$ cat src/rtl/adc_spi_responder.sv
// SPI mode-0 responder standing in for the thermocouple ADC: shifts a held conversion word
// MSB-first on adc_sin after LEAD_BITS zeros and captures the master's first 8 bits as a command.
module adc_spi_responder #(
    parameter int unsigned DATA_BITS   = 12,
    parameter int unsigned LEAD_BITS   = 3,
    parameter int unsigned SYNC_STAGES = 2
) (
    input  logic                 clk,
    input  logic                 rst,
    input  logic                 adc_sck,
    input  logic                 adc_sce,
    input  logic                 adc_sout,
    output logic                 adc_sin,
    input  logic [DATA_BITS-1:0] sample_data,
    input  logic                 sample_valid,
    output logic                 sample_ready,
    output logic [7:0]           cmd,
    output logic                 cmd_valid,
    output logic                 frame_done,
    output logic                 frame_abort,
    output logic                 stale,
    output logic                 busy
);

    localparam int unsigned FRAME_W = LEAD_BITS + DATA_BITS;
    localparam int unsigned CNT_W   = $clog2(FRAME_W + 1);
    localparam int unsigned FLUSH_W = $clog2(SYNC_STAGES + 1);

    typedef enum logic [1:0] {
        WAIT_IDLE = 2'd0,
        IDLE      = 2'd1,
        ACTIVE    = 2'd2
    } state_t;

    state_t state, state_next;

    logic [SYNC_STAGES-1:0] sck_sync, sce_sync, sout_sync;
    logic                   sck_d, sce_d;
    logic                   sck_s, sce_s, sout_s;
    logic                   sck_rise, sck_fall, sce_rise, sce_fall;

    logic [DATA_BITS-1:0]   hold_reg;
    logic                   fresh;
    logic [FRAME_W-1:0]     shreg;
    logic [FRAME_W-1:0]     frame_word;
    logic [CNT_W-1:0]       bit_cnt;
    logic [7:0]             rx;
    logic [3:0]             rx_cnt;
    logic [FLUSH_W-1:0]     flush_cnt;

    logic frame_start, frame_end, shift_in, shift_out;

    assign sck_s      = sck_sync[SYNC_STAGES-1];
    assign sce_s      = sce_sync[SYNC_STAGES-1];
    assign sout_s     = sout_sync[SYNC_STAGES-1];
    assign sck_rise   = sck_s & ~sck_d;
    assign sck_fall   = ~sck_s & sck_d;
    assign sce_rise   = sce_s & ~sce_d;
    assign sce_fall   = ~sce_s & sce_d;
    assign frame_word = FRAME_W'(hold_reg);

    // Pin synchronizers plus one history flop for edge detection
    always_ff @(posedge clk) begin
        if (rst) begin
            sck_sync  <= '0;
            sce_sync  <= '1;
            sout_sync <= '0;
            sck_d     <= 1'b0;
            sce_d     <= 1'b1;
        end else begin
            sck_sync  <= {sck_sync[SYNC_STAGES-2:0], adc_sck};
            sce_sync  <= {sce_sync[SYNC_STAGES-2:0], adc_sce};
            sout_sync <= {sout_sync[SYNC_STAGES-2:0], adc_sout};
            sck_d     <= sck_s;
            sce_d     <= sce_s;
        end
    end

    always_ff @(posedge clk) begin
        if (rst) state <= WAIT_IDLE;
        else     state <= state_next;
    end

    // WAIT_IDLE trusts sce only once the reset values have flushed out of the synchronizer
    always_comb begin
        state_next  = state;
        frame_start = 1'b0;
        frame_end   = 1'b0;
        shift_in    = 1'b0;
        shift_out   = 1'b0;
        case (state)
            WAIT_IDLE: begin
                if (flush_cnt == FLUSH_W'(SYNC_STAGES) && sce_s) state_next = IDLE;
            end
            IDLE: begin
                if (sce_fall) begin
                    state_next  = ACTIVE;
                    frame_start = 1'b1;
                end
            end
            ACTIVE: begin
                if (sce_rise) begin
                    state_next = IDLE;
                    frame_end  = 1'b1;
                end else begin
                    shift_in  = sck_rise;
                    shift_out = sck_fall;
                end
            end
            default: state_next = WAIT_IDLE;
        endcase
    end

    always_ff @(posedge clk) begin
        if (rst) begin
            adc_sin      <= 1'b0;
            sample_ready <= 1'b0;
            cmd          <= '0;
            cmd_valid    <= 1'b0;
            frame_done   <= 1'b0;
            frame_abort  <= 1'b0;
            stale        <= 1'b0;
            busy         <= 1'b0;
            hold_reg     <= '0;
            fresh        <= 1'b0;
            shreg        <= '0;
            bit_cnt      <= '0;
            rx           <= '0;
            rx_cnt       <= '0;
            flush_cnt    <= '0;
        end else begin
            sample_ready <= 1'b1;
            cmd_valid    <= 1'b0;
            frame_done   <= 1'b0;
            frame_abort  <= 1'b0;
            busy         <= (state_next == ACTIVE);

            if (state == WAIT_IDLE && flush_cnt != FLUSH_W'(SYNC_STAGES))
                flush_cnt <= flush_cnt + FLUSH_W'(1);

            if (frame_start) begin
                shreg   <= frame_word;
                adc_sin <= frame_word[FRAME_W-1];
                bit_cnt <= '0;
                rx      <= '0;
                rx_cnt  <= '0;
                stale   <= ~fresh;
                fresh   <= 1'b0;
            end

            // Only the first 8 received bits form the command
            if (shift_in && rx_cnt != 4'd8) begin
                rx     <= {rx[6:0], sout_s};
                rx_cnt <= rx_cnt + 4'd1;
            end

            if (shift_out) begin
                shreg   <= shreg << 1;
                adc_sin <= shreg[FRAME_W-2];
                if (bit_cnt != CNT_W'(FRAME_W)) bit_cnt <= bit_cnt + CNT_W'(1);
            end

            if (frame_end) begin
                adc_sin <= 1'b0;
                if (bit_cnt >= CNT_W'(FRAME_W)) frame_done  <= 1'b1;
                else                            frame_abort <= 1'b1;
                if (rx_cnt == 4'd8) begin
                    cmd       <= rx;
                    cmd_valid <= 1'b1;
                end
            end

            // A load coincident with frame start lands in the holding register only
            if (sample_valid) begin
                hold_reg <= sample_data;
                fresh    <= 1'b1;
            end
        end
    end

endmodule

$ cat config.mk
export PLATFORM = sky130hd
export DESIGN_NAME = adc_spi_responder
export DESIGN_NICKNAME = d
export VERILOG_FILES = /design/src/rtl/adc_spi_responder.sv
export SDC_FILE = /design/constraint.sdc
export NUM_CORES = 1
export LEC_CHECK = 0
export CAP_MARGIN = 20
export CORE_AREA = 2 2 75 77
export DETAILED_ROUTE_END_ITERATION = 10
export DIE_AREA = 0 0 77 79
export PLACE_DENSITY = 0.81
export SYNTH_ARGS = -nofsm -noshare
export SYNTH_HDL_FRONTEND = slang
export SYNTH_SLANG_ARGS = --single-unit
export TNS_END_PERCENT = 10
$ cat constraint.sdc
create_clock -name clk -period 1.8 [get_ports clk]
set_input_delay 0.45 -clock clk [delete_from_list [all_inputs] [get_ports clk]]
set_output_delay 0.45 -clock clk [all_outputs]
set_load 0.02 [all_outputs]
==> qor.txt <==
Status = completed
Area leader, netlist = dfxtp_1
Top cells by area, synth = dfxtp_1, mux2i_1, a21oi_1
Synthesized area = 2740 um2
Fraction of registers with async set/reset = 0%
Vias in the first global route = 1939
Power, Total = 0.00297 W
Most used DFF post-synth = dfxtp_1
CTS tree = built
Peak Freq = 0.577 GHz
Crit-path cells = clkdlybuf4s50_1
Number of synthesis warnings = 0
Layout cell share with drive strength beyond 1 = 15.2%
Wirelength, routed = 5040 um
Area of the multi-input gates = 1210 um2
Worst-margin pin slew = 414 ps
Switching power = 0.000717 W
Lkg Pwr = 1.26 nW
Syn_area_per_cell = 9.73 um2
P_int = 0.00226 W
Synth unique cells = 42
DRT iter0 DRCs = 81
Via count = 2048
Buffers on Ports = 32
Initial antenna violation count = 0
RSZ-0062 raised after global routing = no
Largest net degree at the start of global routing = 23
Synthesis-to-layout area growth = 20.2%
Syn nets = 304
Slew margin rel. = 72.3%
Max Clock Skew = 8.19 ps
Post-CTS Setup Bufs = 0
Global-route usage over all layers = 18.1%
Startpoint Class = flip-flop
Crit path time final = 1730 ps
Final Max Slew Viols = 0
Routability-driven placement congestion ratio = 0.771
Max_cap viols = 0
Register clock-pin slew on the reported worst setup and hold paths = 70 ps
Post-synth top area share = 51.1%
Sw frac = 24.1%
Worst Setup End Kind = output port
DP HPWL = 3380 um
CORE AREA = 5340 um2
Crit path max-delay cell type = clkdlybuf4s50_1
DRT Pass-1 Iters = 4
Clk buf depth = 2
First-pass GRT wire length = 8640 um
Total gr overflow = 0
Die width = 77 um
Storage element area = 1400 um2
Crit-path max cell delay = 600 ps
Clock latency on the worst-skew pair = 340 ps
Vias/cell = 5.20
Arr. time, crit path = 1280 ps
Post-DRT Antenna Nets = 0
Final setup violation count = 0
Post-synth EDFFs = 0
Post-synthesis sequential area ratio = 51.1%
Crit path kind = flip-flop to output port
Drt wl/cell = 12.8 um
Logic pwr share = 8.4%
WP data required = 1350 ps
Max reg flops = 14
Die height = 79 um
Clock tree sinks = 70
Power per standard cell area = 902 nW/um2
Nets = 339
Final setup TNS = 0 ps
H-Tree Depth = 3
TritonCTS Buffers = 9
Die ar. = 6080 um2
Fill cell count = 459
Crit path max-delay family = buffers and inverters
Syn Inst Count = 282
HP Class = flip-flop to flip-flop
Final period utilization = 96.3%
Placement Rows = 27
Hold Buf Count CTS = 0
Crit Path Max Fanout = 2
Reg2reg setup slack = 170 ps
Root buffer cell = clkbuf_8
ANT cells = 0
Ports = 33
Register share of total power = 55.3%
Power share of the clock group = 36.3%
# resized after CTS = 0
Initial Util = 51.4%
Flops & latches, synth = 70
Final Hold Fails = 0
CP bufs+invs = 1
Post-route DRC = 0
VDD IR max = 0.000499 V
[per-stage QoR]
step / std cells / worst slack, ps / utilization (%) / hold WS, ps / instance area, um2
6_report: 394 / 67.2 / 61.8 / 412 / 3300
3_5_place_dp: 378 / 189 / 58.7 / 398 / 3130
5_1_grt: 394 / 4.68 / 61.8 / 434 / 3300
4_1_cts: 394 / 51.1 / 61.8 / 411 / 3300
3_3_place_gp: 378 / 231 / 58.7 / 402 / 3130
2_1_floorplan: 282 / 367 / - / 389 / 2740
[layout make-up]
cell class | count | share of cell area [%]
Clock buffer | 11 | 4.29
Multi-Input combinational cell | 188 | 36.7
Sequential cell | 70 | 42.5
Tap cell | 72 | 2.73
Timing Repair Buffer | 43 | 12.4
Clock inverter | 5 | 0.759
Inverter | 5 | 0.569
[kinds of logic (layout without fill, tap and decap cells)]
family | count (synthesis) | after routing | synth area share, %
flip-flops | 70 | 70 | 51.1
XOR/XNOR | 2 | 2 | 0.639
AO/OA/AOI/OAI | 50 | 50 | 12.6
adder cells (fa/ha/maj) | 4 | 4 | 1.82
AND/OR/NAND/NOR | 110 | 110 | 21.0
buffers and inverters | 24 | 64 | 4.79
multiplexers | 22 | 22 | 8.03
[cells in the mapped netlist (all sizes together), types with 3 or more instances]
library cell / count
buf: 9
clkbuf: 10
nand3: 22
or2: 3
nand2: 26
dfxtp: 70
a22oi: 11
a21oi: 32
ha: 4
nor2: 31
mux2i: 22
nor3: 3
nor2b: 8
nand3b: 3
a31oi: 3
inv: 5
[layout by cell type (no fill, tap or decap), drive strengths merged, types with 4 or more instances in the layout]
master / netlist / final
inv: 5 / 5
mux2i: 22 / 22
clkdlybuf4s50: 0 / 31
nor2b: 8 / 8
clkinv: 0 / 5
buf: 9 / 12
ha: 4 / 4
nor2: 31 / 31
nand3: 22 / 22
clkbuf: 10 / 11
a21oi: 32 / 32
dfxtp: 70 / 70
a22oi: 11 / 11
nand2: 26 / 26
[per-layer routing]
metal  vias up  share of wire (%)  GRT usage (%)
met3         9                4.0           5.68
li1       1040                  -              -
met2        37                 47           28.4
met5         -                  0              0
met4         0                2.1           8.75
met1       962                 47           22.7
[final timing paths]
check,startpoint,endpoint,depth (start not counted)
worst max-delay path,cmd[4],cmd[4],1
worst min-delay path,sce_sync[0],sce_sync[1],1
worst max register to register,state[1],shreg[5],5
worst min register to register,sce_sync[0],sce_sync[1],1
[power groups by stage]
stage / clock network (W) / logic (W) / registers [W]
floorplan: 0 / 0.000170 / 0.00167
global placement: 0 / 0.000241 / 0.00167
detailed placement: 0 / 0.000250 / 0.00168
CTS: 0.00110 / 0.000252 / 0.00165
global route: 0.00117 / 0.000281 / 0.00165
finish: 0.00108 / 0.000249 / 0.00165
(Power assumes the default switching activity.)
